==> config.mk <==
export PLATFORM = sky130hd
export DESIGN_NAME = scene_engine
export DESIGN_NICKNAME = d
export VERILOG_FILES = /design/src/rtl/game_pkg.sv /design/src/rtl/obstacle_lane.sv /design/src/rtl/scene_engine.sv
export SDC_FILE = /design/constraint.sdc
export NUM_CORES = 1
export LEC_CHECK = 0
export CORE_UTILIZATION = 59
export CTS_BUF_LIST = sky130_fd_sc_hd__clkbuf_4 sky130_fd_sc_hd__clkbuf_8
export DETAILED_ROUTE_END_ITERATION = 10
export PLACE_DENSITY = 0.94
export SYNTH_ARGS = -nofsm -noshare
export SYNTH_HDL_FRONTEND = slang
export SYNTH_SLANG_ARGS = --single-unit
==> constraint.sdc <==
create_clock -name clk -period 3.3 [get_ports clk]
set_input_delay 0.33 -clock clk [delete_from_list [all_inputs] [get_ports clk]]
set_output_delay 0.33 -clock clk [all_outputs]
set_load 0.05 [all_outputs]
==> src/rtl/game_pkg.sv <==
// game_pkg: shared types and helpers for the scene engine.
//   game_state_t : MENU / PLAY / WON / LOST encoding, also driven on the state port
//   COL_*        : 24-bit {r,g,b} colour constants
//   lane_next    : one scroll step of an obstacle lane, including wrap-around
package game_pkg;

    typedef enum logic [1:0] {
        MENU = 2'd0,
        PLAY = 2'd1,
        WON  = 2'd2,
        LOST = 2'd3
    } game_state_t;

    localparam logic [23:0] COL_BG       = 24'h7209AA;
    localparam logic [23:0] COL_PLAYER   = 24'hFF0000;
    localparam logic [23:0] COL_OBS_EVEN = 24'h000000;
    localparam logic [23:0] COL_OBS_ODD  = 24'hFFFFFF;
    localparam logic [23:0] COL_GROUND   = 24'h000000;
    localparam logic [23:0] COL_WIN      = 24'h00FF00;
    localparam logic [23:0] COL_LOSE     = 24'hFF0000;
    localparam logic [23:0] COL_BLANK    = 24'h000000;

    // Move a lane left by step; a lane that would go below zero re-enters
    // from beyond the right edge (span = visible width + obstacle width),
    // keeping its sub-step phase so spacing between lanes is preserved.
    function automatic logic [10:0] lane_next(input logic [10:0] pos,
                                              input logic [10:0] step,
                                              input logic [10:0] span);
        logic [10:0] nxt;
        if (pos < step) begin
            nxt = pos + span - step;
        end else begin
            nxt = pos - step;
        end
        return nxt;
    endfunction

endpackage

==> src/rtl/obstacle_lane.sv <==
// obstacle_lane: one horizontally scrolling obstacle.
//   clk, reset  : system clock, asynchronous active-low reset
//   reload      : return the lane to its start position (INIT_X)
//   advance     : scroll one step left this cycle (with wrap)
//   x, y        : current pixel coordinate
//   hit         : current pixel lies inside this obstacle's box
module obstacle_lane
    import game_pkg::*;
#(
    parameter int          H_ACTIVE = 640,
    parameter int          GROUND_Y = 400,
    parameter int          OBS_W    = 30,
    parameter int          OBS_H    = 40,
    parameter int          STEP     = 10,
    parameter logic [10:0] INIT_X   = 11'd640
) (
    input  logic       clk,
    input  logic       reset,
    input  logic       reload,
    input  logic       advance,
    input  logic [9:0] x,
    input  logic [9:0] y,
    output logic       hit
);

    localparam logic [10:0] H_C      = 11'(H_ACTIVE);
    localparam logic [10:0] GROUND_C = 11'(GROUND_Y);
    localparam logic [10:0] TOP_C    = 11'(GROUND_Y - OBS_H);
    localparam logic [10:0] OBS_W_C  = 11'(OBS_W);
    localparam logic [10:0] STEP_C   = 11'(STEP);
    localparam logic [10:0] SPAN_C   = 11'(H_ACTIVE + OBS_W);

    logic [10:0] obs_x_r;
    logic [10:0] x_ext_s;
    logic [10:0] y_ext_s;

    assign x_ext_s = {1'b0, x};
    assign y_ext_s = {1'b0, y};

    // Lane position: start slot on reset/reload, one wrapped step per advance.
    always_ff @(posedge clk or negedge reset) begin
        if (!reset) begin
            obs_x_r <= INIT_X;
        end else if (reload) begin
            obs_x_r <= INIT_X;
        end else if (advance) begin
            obs_x_r <= lane_next(obs_x_r, STEP_C, SPAN_C);
        end else begin
            obs_x_r <= obs_x_r;
        end
    end

    // Box test; the lane may sit off-screen, so clip to the visible width.
    always_comb begin
        hit = 1'b0;
        if ((x_ext_s >= obs_x_r) && (x_ext_s < obs_x_r + OBS_W_C) &&
            (y_ext_s >= TOP_C) && (y_ext_s < GROUND_C) && (x_ext_s < H_C)) begin
            hit = 1'b1;
        end else begin
            hit = 1'b0;
        end
    end

endmodule

==> src/rtl/scene_engine.sv <==
// scene_engine: scrolling-obstacle game scene with collision and game FSM.
//   clk, reset     : system clock, asynchronous active-low reset
//   x, y           : pixel coordinate from the VGA timing controller
//   game_tick      : one-cycle motion strobe
//   start          : one-cycle menu/restart request
//   height         : player lift above ground (clamped so the player stays on screen)
//   r, g, b        : registered pixel colour, one cycle after x/y
//   state          : current game_state_t
//   win, dead      : one-cycle pulses on entry to WON / LOST
module scene_engine
    import game_pkg::*;
#(
    parameter int NUM_OBS     = 4,
    parameter int H_ACTIVE    = 640,
    parameter int V_ACTIVE    = 480,
    parameter int GROUND_Y    = 400,
    parameter int PLAYER_X    = 220,
    parameter int PLAYER_W    = 30,
    parameter int PLAYER_H    = 40,
    parameter int OBS_W       = 30,
    parameter int OBS_H       = 40,
    parameter int OBS_SPACING = 160,
    parameter int STEP        = 10,
    parameter int WIN_TICKS   = 100
) (
    input  logic       clk,
    input  logic       reset,
    input  logic [9:0] x,
    input  logic [9:0] y,
    input  logic       game_tick,
    input  logic       start,
    input  logic [9:0] height,
    output logic [7:0] r,
    output logic [7:0] g,
    output logic [7:0] b,
    output logic [1:0] state,
    output logic       win,
    output logic       dead
);

    localparam int          TICK_W   = $clog2(WIN_TICKS + 1);
    localparam logic [TICK_W-1:0] LAST_TICK_C = TICK_W'(WIN_TICKS - 1);
    localparam logic [10:0] H_C      = 11'(H_ACTIVE);
    localparam logic [10:0] V_C      = 11'(V_ACTIVE);
    localparam logic [10:0] GROUND_C = 11'(GROUND_Y);
    localparam logic [10:0] PX_L_C   = 11'(PLAYER_X);
    localparam logic [10:0] PX_R_C   = 11'(PLAYER_X + PLAYER_W);
    localparam logic [10:0] PH_C     = 11'(PLAYER_H);
    localparam logic [10:0] H_MAX_C  = 11'(GROUND_Y - PLAYER_H);

    game_state_t        state_r, next_state_s;
    logic [TICK_W-1:0]  tick_cnt_r;
    logic [NUM_OBS-1:0] obs_hit_s;
    logic [10:0]        x_ext_s, y_ext_s, h_s, bottom_s, top_s;
    logic               reload_s, advance_s, active_s, player_hit_s;
    logic               collide_s, win_cond_s;
    logic [23:0]        obs_col_s, colour_s, rgb_r;
    logic               win_r, dead_r;

    assign x_ext_s   = {1'b0, x};
    assign y_ext_s   = {1'b0, y};
    assign active_s  = (x_ext_s < H_C) && (y_ext_s < V_C);
    assign reload_s  = (state_r == MENU) && start;
    assign advance_s = (state_r == PLAY) && game_tick;

    for (genvar i = 0; i < NUM_OBS; i++) begin : g_lane
        obstacle_lane #(
            .H_ACTIVE (H_ACTIVE),
            .GROUND_Y (GROUND_Y),
            .OBS_W    (OBS_W),
            .OBS_H    (OBS_H),
            .STEP     (STEP),
            .INIT_X   (11'(H_ACTIVE + i * OBS_SPACING))
        ) u_lane (
            .clk     (clk),
            .reset   (reset),
            .reload  (reload_s),
            .advance (advance_s),
            .x       (x),
            .y       (y),
            .hit     (obs_hit_s[i])
        );
    end

    // Player box; lift is clamped so the box top never goes above line 0.
    always_comb begin
        h_s = {1'b0, height};
        if ({1'b0, height} > H_MAX_C) begin
            h_s = H_MAX_C;
        end else begin
            h_s = {1'b0, height};
        end
        bottom_s     = GROUND_C - h_s;
        top_s        = bottom_s - PH_C;
        player_hit_s = (x_ext_s >= PX_L_C) && (x_ext_s < PX_R_C) &&
                       (y_ext_s >= top_s) && (y_ext_s < bottom_s);
    end

    assign collide_s  = (state_r == PLAY) && active_s && player_hit_s && (|obs_hit_s);
    assign win_cond_s = advance_s && (tick_cnt_r == LAST_TICK_C);

    // Next-state logic; a collision outranks a win on the same edge.
    always_comb begin
        next_state_s = state_r;
        case (state_r)
            MENU: begin
                if (start) next_state_s = PLAY;
                else       next_state_s = state_r;
            end
            PLAY: begin
                if (collide_s)       next_state_s = LOST;
                else if (win_cond_s) next_state_s = WON;
                else                 next_state_s = state_r;
            end
            WON, LOST: begin
                if (start) next_state_s = MENU;
                else       next_state_s = state_r;
            end
            default: next_state_s = MENU;
        endcase
    end

    // Lowest-numbered obstacle wins where lanes overlap.
    always_comb begin
        obs_col_s = COL_BG;
        for (int i = NUM_OBS - 32'sd1; i >= 32'sd0; i--) begin
            if (obs_hit_s[i]) begin
                obs_col_s = (i[0] == 1'b0) ? COL_OBS_EVEN : COL_OBS_ODD;
            end else begin
                obs_col_s = obs_col_s;
            end
        end
    end

    // Pixel colour from current state and coordinate, before registering.
    always_comb begin
        colour_s = COL_BLANK;
        if (!active_s) begin
            colour_s = COL_BLANK;
        end else begin
            case (state_r)
                MENU: colour_s = COL_BLANK;
                WON:  colour_s = COL_WIN;
                LOST: colour_s = COL_LOSE;
                PLAY: begin
                    if (y_ext_s >= GROUND_C) colour_s = COL_GROUND;
                    else if (|obs_hit_s)     colour_s = obs_col_s;
                    else if (player_hit_s)   colour_s = COL_PLAYER;
                    else                     colour_s = COL_BG;
                end
                default: colour_s = COL_BLANK;
            endcase
        end
    end

    // Ticks survived in the current game; cleared when a game starts.
    always_ff @(posedge clk or negedge reset) begin
        if (!reset) begin
            tick_cnt_r <= '0;
        end else if (reload_s) begin
            tick_cnt_r <= '0;
        end else if (advance_s) begin
            tick_cnt_r <= tick_cnt_r + 1'b1;
        end else begin
            tick_cnt_r <= tick_cnt_r;
        end
    end

    // State register, entry pulses and colour output register.
    always_ff @(posedge clk or negedge reset) begin
        if (!reset) begin
            state_r <= MENU;
            win_r   <= 1'b0;
            dead_r  <= 1'b0;
            rgb_r   <= COL_BLANK;
        end else begin
            state_r <= next_state_s;
            win_r   <= (state_r == PLAY) && (next_state_s == WON);
            dead_r  <= (state_r == PLAY) && (next_state_s == LOST);
            rgb_r   <= colour_s;
        end
    end

    assign r     = rgb_r[23:16];
    assign g     = rgb_r[15:8];
    assign b     = rgb_r[7:0];
    assign state = state_r;
    assign win   = win_r;
    assign dead  = dead_r;

endmodule

# Yosys cells after proc, flatten, opt, wreduce, memory -nomap -nowiden
# Index checks and enable logic that the tools add are counted.
[word_totals]
register_bits = 79
inputBits = 34
out_inout_bits = 28
word_cells = 121
[classes]
n_addsub = 19
n_lt_le_gt_ge = 22
eq_ne = 6
n_mux = 33
n_reduce_logical = 32
[ops]
columns = ["operator", "n"]
rows = [
  ["$mux W24", 8],
  ["$mux W11", 12],
  ["$pmux W24 S4", 1],
  ["$sub A11 B4 Y11 const B", 8],
  ["$ge A10 B11 Y1", 5],
  ["$lt A10 B11 Y1", 5],
  ["$add A11 B10 Y11 const B", 4],
  ["$add A11 B5 Y11 const B", 4],
  ["$lt A11 B4 Y1 const B", 4],
  ["$logic_and A1 B1 Y1", 28],
  ["$ge A10 B9 Y1 const B", 2],
  ["$lt A10 B9 Y1 const B", 2],
  ["$mux W7", 2],
  ["$sub A11 B6 Y11 const B", 1],
  ["$sub A9 B11 Y11 const A", 1],
  ["$ge A10 B8 Y1 const B", 1],
  ["$gt A10 B9 Y1 const B", 1],
  ["$lt A10 B10 Y1 const B", 1],
  ["$lt A10 B8 Y1 const B", 1],
  ["$mux W10", 1],
  ["$eq A2 B2 Y1 const B", 4],
  ["$mux W2", 4],
  ["$add A7 B1 Y7 const B", 1],
  ["$eq A7 B7 Y1 const B", 1],
  ["other kinds (7)", 10],
]

# Longest topological paths before layout
[logic_depth]
word_depth = 15
ltp_mapped = 20
ltp_nobuf = 19

# Modules after synthesis
# Synthesis repeated with hierarchy kept, for this count alone.
[unflattened]
hier_cells = 758
hier_area_um2 = 6527.5
[by_module_without_submodules]
columns = ["module", "instances", "cells_per_inst", "area_per_inst_um2", "seq_area_each_um2"]
rows = [
  ["scene_engine", 1, 212, 1720.4, 425.4],
  ["obstacle_lane at g_lane[3].u_lane", 1, 135, 1248.7, 254.0],
  ["obstacle_lane at g_lane[2].u_lane", 1, 138, 1188.6, 255.2],
  ["obstacle_lane at g_lane[0].u_lane", 1, 135, 1184.9, 252.7],
  ["obstacle_lane at g_lane[1].u_lane", 1, 138, 1184.9, 254.0],
]

# Worst setup path before layout
# No wires, ideal clock.
[synth_path]
path_type = "input-to-reg"
start = "input height[4]"
end = "register rgb_r[11]"
setup_ps = 96
arrival_ps = 3574
required_time_ps = 3204
setup_slack_ps = -369
cell_stages = 18
path_buffers = 1
cell_sequence = "buf_2 > a2111oi_0 > a21oi_1 > nand2_1 > nand2_1 > ha_1 > nor2b_1 > a31oi_1 > xor2_1 > mux2_2 > a21oi_1 > ha_1 > o21a_1 > o211ai_1 > o21ai_0 > o211a_1 > nor2b_4 > a311oi_2"
[synth_via]
elab_chain_len = 12
elab_cells_between_ends = 13
cone_classes = "2 x add/sub; 3 x order compare; 6 x mux; 2 x reduce/logical"
[synth_rtl]
columns = ["element", "line_no", "text"]
rows = [
  ["from (decl)", "scene_engine.sv:32", "input logic [9:0] height,"],
  ["$gt A10 B9 Y1", "scene_engine.sv:88", "if ({1'b0, height} > H_MAX_C) begin"],
  ["$mux W10 *", "scene_engine.sv:88", ""],
  ["$sub A9 B11 Y11 *", "scene_engine.sv:93", "bottom_s = GROUND_C - h_s;"],
  ["$sub A11 B6 Y11", "scene_engine.sv:94", "top_s = bottom_s - PH_C;"],
  ["$ge A10 B11 Y1", "scene_engine.sv:96", "(y_ext_s >= top_s) && (y_ext_s < bottom_s);"],
  ["$logic_and A1 B1 Y1", "scene_engine.sv:95", "player_hit_s = (x_ext_s >= PX_L_C) && (x_ext_s < PX_R_C) &&"],
  ["$logic_and A1 B1 Y1 *", "scene_engine.sv:96", ""],
  ["$mux W24 *", "scene_engine.sv:148", "else if (player_hit_s) colour_s = COL_PLAYER;"],
  ["$mux W24 *", "scene_engine.sv:147", "else if (|obs_hit_s) colour_s = obs_col_s;"],
  ["$mux W24 *", "scene_engine.sv:146", "if (y_ext_s >= GROUND_C) colour_s = COL_GROUND;"],
  ["$pmux W24 S4 *", "scene_engine.sv:141", "case (state_r)"],
  ["$mux W24 *", "scene_engine.sv:138", "if (!active_s) begin"],
  ["net colour_s[11]", "scene_engine.sv:57", "logic [23:0] obs_col_s, colour_s, rgb_r;"],
  ["to (signal assigned)", "scene_engine.sv:180", "rgb_r <= colour_s;"],
  ["to (decl)", "scene_engine.sv:57", ""],
]
# Mark *: on every way through the listed nets, which the timed path passes. The rest lies on a longest branch.
# A chain may end at the register's enable or synchronous reset.

# Worst setup path after layout
[layout_path]
start = "input height[6]"
end = "register rgb_r[19]"
[layout_via]
elab_chain_len = 12
elab_cells_between_ends = 13
cone_classes = "2 x add/sub; 3 x order compare; 6 x mux; 2 x reduce/logical"
[layout_rtl]
columns = ["element", "line_no"]
rows = [
  ["$gt A10 B9 Y1", "scene_engine.sv:88"],
  ["$mux W10 *", "scene_engine.sv:88"],
  ["$sub A9 B11 Y11 *", "scene_engine.sv:93"],
  ["$sub A11 B6 Y11", "scene_engine.sv:94"],
  ["$ge A10 B11 Y1", "scene_engine.sv:96"],
  ["$logic_and A1 B1 Y1", "scene_engine.sv:95"],
  ["$logic_and A1 B1 Y1 *", "scene_engine.sv:96"],
  ["$mux W24 *", "scene_engine.sv:148"],
  ["$mux W24 *", "scene_engine.sv:147"],
  ["$mux W24 *", "scene_engine.sv:146"],
  ["$pmux W24 S4 *", "scene_engine.sv:141"],
  ["$mux W24 *", "scene_engine.sv:138"],
]
# Every way passes the cells marked *; elsewhere a longest branch is shown, timed or not.

==> results.json <==
{
  "outcome": "finished, violations left",
  "violations": "setup timing",
  "drtAntennaViolNets": 0,
  "worst-setup-path-type": "input port to flip-flop",
  "clock_skew_ps": 24.2,
  "avgRoutedWirePerCell_um": 21.6,
  "netlist_instances": 736,
  "setup_violations": 7,
  "synth_cell_types": 71,
  "synth_edf_count": 0,
  "final_hold_viol_count": 0,
  "cp_top_family": "buffers and inverters",
  "power_density_mw_per_mm2": 780,
  "crit_fanout": 3,
  "grt_pass1_wl_um": 32400,
  "seq_area_frac_synth_pct": 23.0,
  "rows": 37,
  "critPathLaunchType": "input port",
  "chipHeight_um": 105,
  "crit_chain": "clkdlybuf4s15_1 > nand4b_1 > buf_4 > buf_4 > buf_4 > buf_4 > buf_4 > buf_4 > buf_4 > nand4b_1 > a32oi_2 > ha_2 > xnor2_2 > ha_4 > a2111oi_4 > o21a_1 > o21ai_2 > o211a_1 > buf_4 > nand2b_1 > a311oi_2",
  "critPathArrivalTime_ps": 3930,
  "clkTransAtPathRegs_ps": 80,
  "htree_levels": 3,
  "final.setup.worst_slack_ps": -398,
  "multi_input_comb_area_mm2": 0.00474,
  "slew_viol_final": 0,
  "cp_common_cell": "buf_4",
  "grt_max_degree": 32,
  "start_util_pct": 60.8,
  "cts_tree": "built",
  "synthTopCellsByCount": "ha_1 (110), nand2_1 (66), xnor2_1 (57), nor2_1 (53), inv_1 (46)",
  "drt_iter0_drc": 751,
  "clock_sinks": 57,
  "clock_latency_ps": 360,
  "endpoint_kind": "flip-flop",
  "vias": 6823,
  "seq_area_mm2": 0.00144,
  "antenna_found_initial": 0,
  "ctsLongestPathBuffers": 2,
  "tightestPinTransition_ps": 902,
  "first_pass_iters": 5,
  "synthToLayoutAreaGrowth_pct": 29.2,
  "yosysMostFrequentCell": "ha_1",
  "fmax_mhz": 270,
  "die_area_mm2": 0.0110,
  "post-synth-top-area-fraction_pct": 21.9,
  "synthFlopType": "dfrtp_1",
  "die_w_um": 105,
  "slowest_delay_ps": 340,
  "synthTopCellsByArea": "ha_1 (22%), dfrtp_1 (18%), xnor2_1 (8.0%), dfstp_2 (5.0%), nand2_1 (3.9%)",
  "required_ps": 3530,
  "min_period_over_period_pct": 112,
  "gr-total-overflow": 0,
  "syn_area_mm2": 0.00627,
  "min_path_type": "input port to async pin",
  "grtUsageTotal_pct": 37.0,
  "finalNonFillerCells": 1012,
  "leakage_nw": 3.62,
  "gp_congestion": 0.950,
  "slew_headroom_pct": 39.7,
  "worst_ir_drop_vdd_v": 0.000582,
  "cts-root-buf": "clkbuf_8",
  "io_pins": 62,
  "ys_ff_latch": 57,
  "synthArstFlopShare_pct": 100,
  "fin_nets": 1015,
  "layout_min_cycle_time_ps": 3700,
  "critical_path.slowest_cell": "a2111oi_4",
  "yosys.area.top_type": "ha_1",
  "dp_hpwl_um": 13700,
  "rsz0062_at_grt": "yes",
  "io_buffer_count": 61,
  "nFillCells": 596,
  "cts_buffers": 9,
  "maxCapViolations": 0,
  "worst-path-buf-inv": 9,
  "grt_pass1_vias": 7043,
  "synth_nets": 880,
  "drt-total-wl_um": 21800,
  "syn_avg_cell_area_um2": 8.52,
  "antenna_cells": 0,
  "ys_warn_count": 0,
  "placedCellCount": 978,
  "avgViaCountPerCell": 6.74,
  "route.detailed.drc": 0,
  "coreArea_mm2": 0.0103,
  "drive_above_1_share_pct": 23.7,
  "fin_setup_tns_ps": -2400
}
## worst register-to-register path: cells and delay by family, from the launching register on
family | cells | cell delay, ps
XOR/XNOR | 1 | 160
adder cells (fa/ha/maj) | 1 | 220
flip-flops | 1 | 610
AND/OR/NAND/NOR | 4 | 940
buffers and inverters | 2 | 280
AO/OA/AOI/OAI | 5 | 1090
## power by group
| group | leakage [nW] | internal (mW) | total (mW) | switching (mW) |
|---|---|---|---|---|
| registers | 0.687 | 1.03 | 1.38 | 0.345 |
| clock network | 0.116 | 0.439 | 0.738 | 0.299 |
| logic | 2.81 | 1.86 | 4.20 | 2.35 |
| total | 3.62 | 3.33 | 6.32 | 2.99 |
## state kept, by name, summed over array words and instances, names as in the netlist
name / count
g_lane.u_lane.obs_x_r: 40
tick_cnt_r: 7
rgb_r: 6
state: 2
dead: 1
win: 1
## what timing repair did
item / in CTS / in global routing
setup endpoints to repair: 8 / 10
hold buffers: 1 / 0
gates resized for setup: 38 / 44
pin swaps: 24 / 13
setup buffers: 13 / 4
hold endpoints to repair: 3 / 0
## layout make-up
class	instances	area share, %
Clock buffer	14	2.30
Clock inverter	2	0.432
Inverter	54	2.50
Multi-Input combinational cell	591	58.5
Sequential cell	57	17.8
Tap cell	136	2.10
Timing Repair Buffer	158	16.4
## worst paths after layout
check                           depth (start not counted)  slack (ps)                         from                            to
worst min-delay path                                    2         530                        reset   g_lane[3].u_lane.obs_x_r[2]
worst min register to register                          1         540                tick_cnt_r[0]                 tick_cnt_r[0]
max in group asynchronous                               3        1880                        reset  g_lane[3].u_lane.obs_x_r[10]
worst max register to register                         13        -120  g_lane[0].u_lane.obs_x_r[7]                     rgb_r[11]
min in group clk                                        1         540                tick_cnt_r[0]                 tick_cnt_r[0]
worst max-delay path                                   21        -400                    height[6]                     rgb_r[19]
## per-layer routing
| layer | vias up | wire, µm | part of all wire [%] | GRT usage, % |
|---|---|---|---|---|
| met5 | - | 0 | 0 | 0 |
| met4 | 0 | 1940 | 8.9 | 25.2 |
| li1 | 2922 | - | - | - |
| met2 | 502 | 10500 | 48 | 66.6 |
| met1 | 3187 | 7490 | 34 | 39.2 |
| met3 | 212 | 1910 | 8.7 | 6.55 |
## cell families (layout without fill, tap and decap cells)
family	Yosys count	count (layout)	synth area share, %
DFF	57	57	23.0
xor gates and xnor gates	63	63	8.80
muxes	6	6	0.977
AOI/OAI and AO/OA	171	171	19.0
and+or+nand+nor	240	240	19.7
adders and majority gates	110	110	21.9
buffers and inverters	88	228	6.48
other	1	1	0.0598
## cells in the final DEF (no fill, tap or decap), drive strengths merged, types with 4 or more instances in the layout
master | netlist | final
ha | 110 | 110
buf | 23 | 100
nand2 | 66 | 66
xnor2 | 57 | 57
nor2 | 54 | 54
inv | 53 | 53
clkdlybuf4s50 | 0 | 50
a21oi | 46 | 46
dfrtp | 45 | 45
o21ai | 36 | 36
nand3 | 20 | 20
nor3 | 19 | 19
clkbuf | 11 | 16
nor4 | 13 | 13
o211ai | 12 | 12
o21a | 12 | 12
dfstp | 12 | 12
nor2b | 12 | 12
a2111oi | 10 | 10
or3 | 8 | 8
nand4 | 7 | 7
nand2b | 7 | 7
and3 | 7 | 7
xor2 | 6 | 6
a31oi | 6 | 6
or4 | 6 | 6
and2 | 5 | 5
mux2i | 5 | 5
a311oi | 5 | 5
o22ai | 4 | 4
a22o | 4 | 4
dlygate4sd2 | 0 | 4
a211oi | 4 | 4
## stage by stage
step                setup slack [ps]  hold WS, ps  utilization (%)  area, µm²  power, mW
detailed placement              -841          369             72.9       7520       5.06
floorplan                      -94.3         34.4                -       6360       3.93
global placement                -646          373             72.9       7520       4.73
global route                    -515          579             78.5       8100       6.81
CTS                             -102          540             76.6       7910       5.85
finish                          -398          534             78.5       8100       6.32
Note: power is estimated with default switching activity, not from simulation.
